===== src/rtl/frame_write_controller.sv =====
// Packs two pixels per SRAM word into the back frame of a double-buffered store; req one cycle after 2nd pixel.
// Backpressure: pix_ready low from REQUEST until two cycles after n_writedone ack (three when the frame swaps).
module frame_write_controller #(
  parameter int PIX_W    = 16,
  parameter int H_ACTIVE = 640,
  parameter int V_ACTIVE = 480,
  parameter int ADDR_W   = 19
) (
  input  logic                clk,
  input  logic                n_rst,
  input  logic                sof,
  input  logic                pix_valid,
  input  logic [PIX_W-1:0]    pix_data,
  output logic                pix_ready,
  output logic                write_req,
  output logic [ADDR_W-1:0]   write_addr,
  output logic [2*PIX_W-1:0]  write_data,
  input  logic                n_writedone,
  output logic                frameswap,
  output logic                write_frame,
  output logic                frame_abort
);

  localparam int WORDS = H_ACTIVE * V_ACTIVE / 2;
  localparam logic [ADDR_W-2:0] LAST_WORD = (ADDR_W-1)'(WORDS - 1);
  localparam logic [ADDR_W-2:0] WORD_ONE  = (ADDR_W-1)'(1);

  typedef enum logic [2:0] {
    S_IDLE,
    S_GATHER_LO,
    S_GATHER_HI,
    S_REQUEST,
    S_WAIT_ACK,
    S_ADVANCE,
    S_SWAP
  } state_t;

  state_t            r_state, w_state_nxt;
  logic [ADDR_W-2:0] r_word_cnt, w_word_cnt_nxt;
  logic [PIX_W-1:0]  r_lo, w_lo_nxt;
  logic [PIX_W-1:0]  r_hi, w_hi_nxt;
  logic              r_write_frame, w_write_frame_nxt;
  logic              r_frame_abort, w_frame_abort_nxt;

  always_ff @(posedge clk) begin
    if (!n_rst) begin
      r_state       <= S_IDLE;
      r_word_cnt    <= '0;
      r_lo          <= '0;
      r_hi          <= '0;
      r_write_frame <= 1'b0;
      r_frame_abort <= 1'b0;
    end else begin
      r_state       <= w_state_nxt;
      r_word_cnt    <= w_word_cnt_nxt;
      r_lo          <= w_lo_nxt;
      r_hi          <= w_hi_nxt;
      r_write_frame <= w_write_frame_nxt;
      r_frame_abort <= w_frame_abort_nxt;
    end
  end

  always_comb begin
    w_state_nxt       = r_state;
    w_word_cnt_nxt    = r_word_cnt;
    w_lo_nxt          = r_lo;
    w_hi_nxt          = r_hi;
    w_write_frame_nxt = r_write_frame;
    w_frame_abort_nxt = 1'b0;
    pix_ready         = 1'b0;
    write_req         = 1'b0;
    frameswap         = 1'b0;

    case (r_state)
      // Unsynchronised: swallow everything until a frame start arrives.
      S_IDLE: begin
        pix_ready = 1'b1;
        if (pix_valid && sof) begin
          w_lo_nxt    = pix_data;
          w_state_nxt = S_GATHER_HI;
        end
      end
      S_GATHER_LO: begin
        pix_ready = 1'b1;
        if (pix_valid) begin
          w_lo_nxt    = pix_data;
          w_state_nxt = S_GATHER_HI;
          if (sof) begin
            w_frame_abort_nxt = 1'b1;
            w_word_cnt_nxt    = '0;
          end
        end
      end
      S_GATHER_HI: begin
        pix_ready = 1'b1;
        if (pix_valid) begin
          if (sof) begin
            w_frame_abort_nxt = 1'b1;
            w_word_cnt_nxt    = '0;
            w_lo_nxt          = pix_data;
          end else begin
            w_hi_nxt    = pix_data;
            w_state_nxt = S_REQUEST;
          end
        end
      end
      S_REQUEST: begin
        write_req   = 1'b1;
        w_state_nxt = S_WAIT_ACK;
      end
      S_WAIT_ACK: begin
        if (!n_writedone) w_state_nxt = S_ADVANCE;
      end
      S_ADVANCE: begin
        if (r_word_cnt == LAST_WORD) begin
          w_word_cnt_nxt = '0;
          w_state_nxt    = S_SWAP;
        end else begin
          w_word_cnt_nxt = r_word_cnt + WORD_ONE;
          w_state_nxt    = S_GATHER_LO;
        end
      end
      S_SWAP: begin
        frameswap         = 1'b1;
        w_write_frame_nxt = ~r_write_frame;
        w_state_nxt       = S_IDLE;
      end
      default: w_state_nxt = S_IDLE;
    endcase
  end

  assign write_addr  = {r_write_frame, r_word_cnt};
  assign write_data  = {r_hi, r_lo};
  assign write_frame = r_write_frame;
  assign frame_abort = r_frame_abort;

endmodule


===== config.mk =====
export PLATFORM = sky130hd
export DESIGN_NAME = frame_write_controller
export DESIGN_NICKNAME = d
export VERILOG_FILES = /design/src/rtl/frame_write_controller.sv
export SDC_FILE = /design/constraint.sdc
export NUM_CORES = 1
export LEC_CHECK = 0
export CELL_PAD_IN_SITES_DETAIL_PLACEMENT = 1
export CELL_PAD_IN_SITES_GLOBAL_PLACEMENT = 1
export CORE_UTILIZATION = 36
export DETAILED_ROUTE_END_ITERATION = 6
export GPL_TIMING_DRIVEN = 1
export PLACE_DENSITY_LB_ADDON = 0.1
export SYNTH_ARGS = -nofsm -noshare
export SYNTH_HDL_FRONTEND = slang
export SYNTH_SLANG_ARGS = --single-unit

===== constraint.sdc =====
create_clock -name clk -period 3.7 [get_ports clk]
set_clock_uncertainty 0.1 [all_clocks]
set_input_delay 0.555 -clock clk [delete_from_list [all_inputs] [get_ports clk]]
set_output_delay 0.555 -clock clk [all_outputs]
set_load 0.05 [all_outputs]

==> results.md <==
* Run status: finished, final reports clean
* Clock slew at the register clock pins of the worst setup and hold paths at 0.11 ns
* Summed negative setup slack over all endpoints at 0 ns
* Vias post-DR at between 2k and 2.5k
* Total of hold buffers inserted after clock tree synthesis at 0
* Starting DRC count in detailed routing at 72
* Internal reg-to-reg setup slack at about 1.3 ns
* R2R depth at 5
* First-pass GRT wire length at 10.1 mm
* CTS Sinks at 55
* PD cells at 380 mW/mm^2
* Achievable Freq at around 0.38 GHz
* Routed met1 length at 2.91 mm
* Largest net degree at the start of global routing at 46
* Netlist area before placement at 0.00238 mm^2
* Ratio of routed vias to standard cells at between 5 and 6
* Total setup violations reported at the end of the flow at 0
* Crit Path Category: reg2out
* Placer congestion estimate at 0.740
* Final Power at approximately 1.2 mW
* Filler instances at 742
* Hold Vio Cnt, Final at 0
* Number of global-route vias before repair at 2057
* Uppermost layer routed: met4
* Met2 WL post-DR at 2.84 mm
* Drt total wl at 6.20 mm
* Post-CTS Repair Setup Buffers at 0
* Synth-to-Final Area Change at 37.8%
* CTS Root Cell: clkbuf_8
* Unique cell type count in the Yosys netlist at 43
* Max_cap viols at 0
* Mean instance size in the synthesized netlist at 9.14 um^2
* Total Nets Final at approximately 350
* Post-route minimum period at 2.65 ns
* Placed wire-length estimate at 4.40 mm
* Proportion of synthesized flip-flops having asynchronous set or reset at 0
* Count of cells resized by post-cts repair at 0
* Share of cells above drive strength 1 at 0.0483
* Peak supply drop at 0.210 mV
* Floorplan die area at just under 0.007 mm^2
* Leakage power summed over all cells at about 1.3 nW
* Effective utilization at floorplan at 0.374
* Total congestion overflow after global routing at 0
* Finished Core Util at 0.515
* Worst EP required at 3.04 ns
* Average wire per standard cell at 15.2 um
* Antenna diode count at 0
* GRT Resource Usage Total at 0.180
* Standard cell core area at 0.00635 mm^2
* Die width at 83.2 um
* Number of primary I/O pins at 77
* Antenna violations before repair at 0
* Source of the worst hold timing path: r_hi[4]
* Share of synthesized area occupied by flip-flops and latches at 0.463
* Tcrit/Tclk final at 0.715
* Met3 wire length at 381 um
* Number of storage elements in the synthesis netlist at 55
* EDFF count, synth at 0
* Number of nets with antenna violations after routing at 0
* Warnings from Yosys at 0
* Number of max-slew violations in the final report at 0
* Buffer depth of the longest clock path at 2
* CP Data Arrival Time at ~2.0 ns
* Capturing instance or port of the critical path: frameswap
* Detailed-routing iteration count for the pre-antenna-repair pass at 4
* Post-placement setup slack at 0.860 ns
* Number of buffers inserted by port buffering at 76
* Startpoint of the most critical setup path: r_state[2]
* Number of placement rows at 29
* Final setup slack of the worst path at 1.05 ns
* Unrepaired setup endpoints after global routing: no
* CTS tree: done
* DRC viols at 0
* Most common cell after layout, fill and taps aside: clkdlybuf4s50_1
* Capture instance of the worst register-to-register path: r_word_cnt[6]
* Kind of end point of the critical path: output pin
* Most frequent cells in the layout: clkdlybuf4s50_1 (76), dfxtp_1 (55), nor2_1 (45)
* Maximum fanout along the worst path at 13
* Number of buffers added by the clock tree synthesis step at 5
* Path category of the worst min-delay check: reg2reg
* H-tree levels at 2
* Vert. Die Dim at 83.2 um
* RR Startpoint: r_word_cnt[11]
* Setup crit start kind: register
* Worst-case headroom to the max-slew limit at 0.350
* Clock network latency to the later pin of the worst-skew pair at 0.31 ns
* Most frequently used flop master after synthesis: dfxtp_1
* Worst Tran Pin Value at 0.973 ns
* Syn nets at 282
* Number of instances in the synthesized netlist at 260
==> synth_stat cells (2+ instances only) <==
master,n,area share
or4_1,3,0.0095
nand2_1,14,0.022
clkbuf_1,8,0.013
dfxtp_1,55,0.46
a21oi_1,18,0.038
nor2_1,45,0.071
a31oi_1,4,0.011
nand3_1,14,0.029
nor2b_1,2,0.0053
and3_1,5,0.013
xnor2_1,5,0.018
o21ai_0,3,0.0063
nand4_1,2,0.0053
o21a_1,2,0.0063
a21o_1,2,0.0063
nor3b_1,4,0.013
nor3_1,2,0.0042
or3_1,3,0.0079
nor4_1,2,0.0053
mux2i_1,36,0.15
inv_1,5,0.0079
buf_2,5,0.011
==> worst min path at each step <==
stage / to / slack, ns / cells past startpoint
finish: r_hi[4] / 0.41 / 2
floorplan: frame_abort / 0.54 / 3
global route: r_lo[11] / 0.45 / 2
global placement: r_hi[4] / 0.38 / 2
CTS: r_hi[5] / 0.42 / 2
detailed placement: r_hi[4] / 0.39 / 2
==> critical path, stage by stage (launching register included) <==
cell	delay [ns]
dfxtp_1	0.59
and3_1	0.28
clkdlybuf4s50_1	0.81
==> cells by family after synthesis <==
| logic type | count (synthesis) | synth area share |
|---|---|---|
| AOI/OAI and AO/OA | 38 | 0.100 |
| xor gates and xnor gates | 5 | 0.0184 |
| adders and majority gates | 1 | 0.00527 |
| buffers and inverters | 20 | 0.0358 |
| DFF | 55 | 0.463 |
| muxes | 36 | 0.152 |
| and+or+nand+nor | 105 | 0.225 |
==> sequential cells by signal (all words and copies together), names as in the netlist <==
signal	count
frame_abort	1
r_hi	16
r_lo	16
r_state	3
r_word_cnt	18
write_frame	1
==> layout make-up <==
cell class	instances	area (um^2)	area share
clock buffer	5	68.8	0.0210
clock inverter	3	26.3	0.00803
inverter	6	22.5	0.00688
multi-input combinational	185	1190	0.364
sequential	55	1100	0.336
tap	77	96.3	0.0294
timing repair buffer	77	768	0.235
==> power by group <==
part           total, mW  internal [mW]  leakage, nW  switching (mW)
sequential         0.638          0.616        0.446          0.0220
clock              0.358          0.140       0.0491           0.218
combinational      0.248         0.0987        0.823           0.150
==> metrics by stage <==
stage               instances  instance area (um^2)  hold slack [ns]
floorplan                 260                  2380            0.539
global placement          400                  3180            0.376
detailed placement        400                  3180            0.390
CTS                       408                  3270            0.419
global route              408                  3270            0.448
finish                    408                  3270            0.413
==> per-layer routing <==
| layer | vias to the layer above | track usage |
|---|---|---|
| li1 | 1054 | - |
| met5 | - | 0 |
| met3 | 5 | 0.0656 |
| met4 | 0 | 0.0423 |
| met1 | 1012 | 0.232 |
| met2 | 48 | 0.287 |
(Power assumes the default switching activity.)
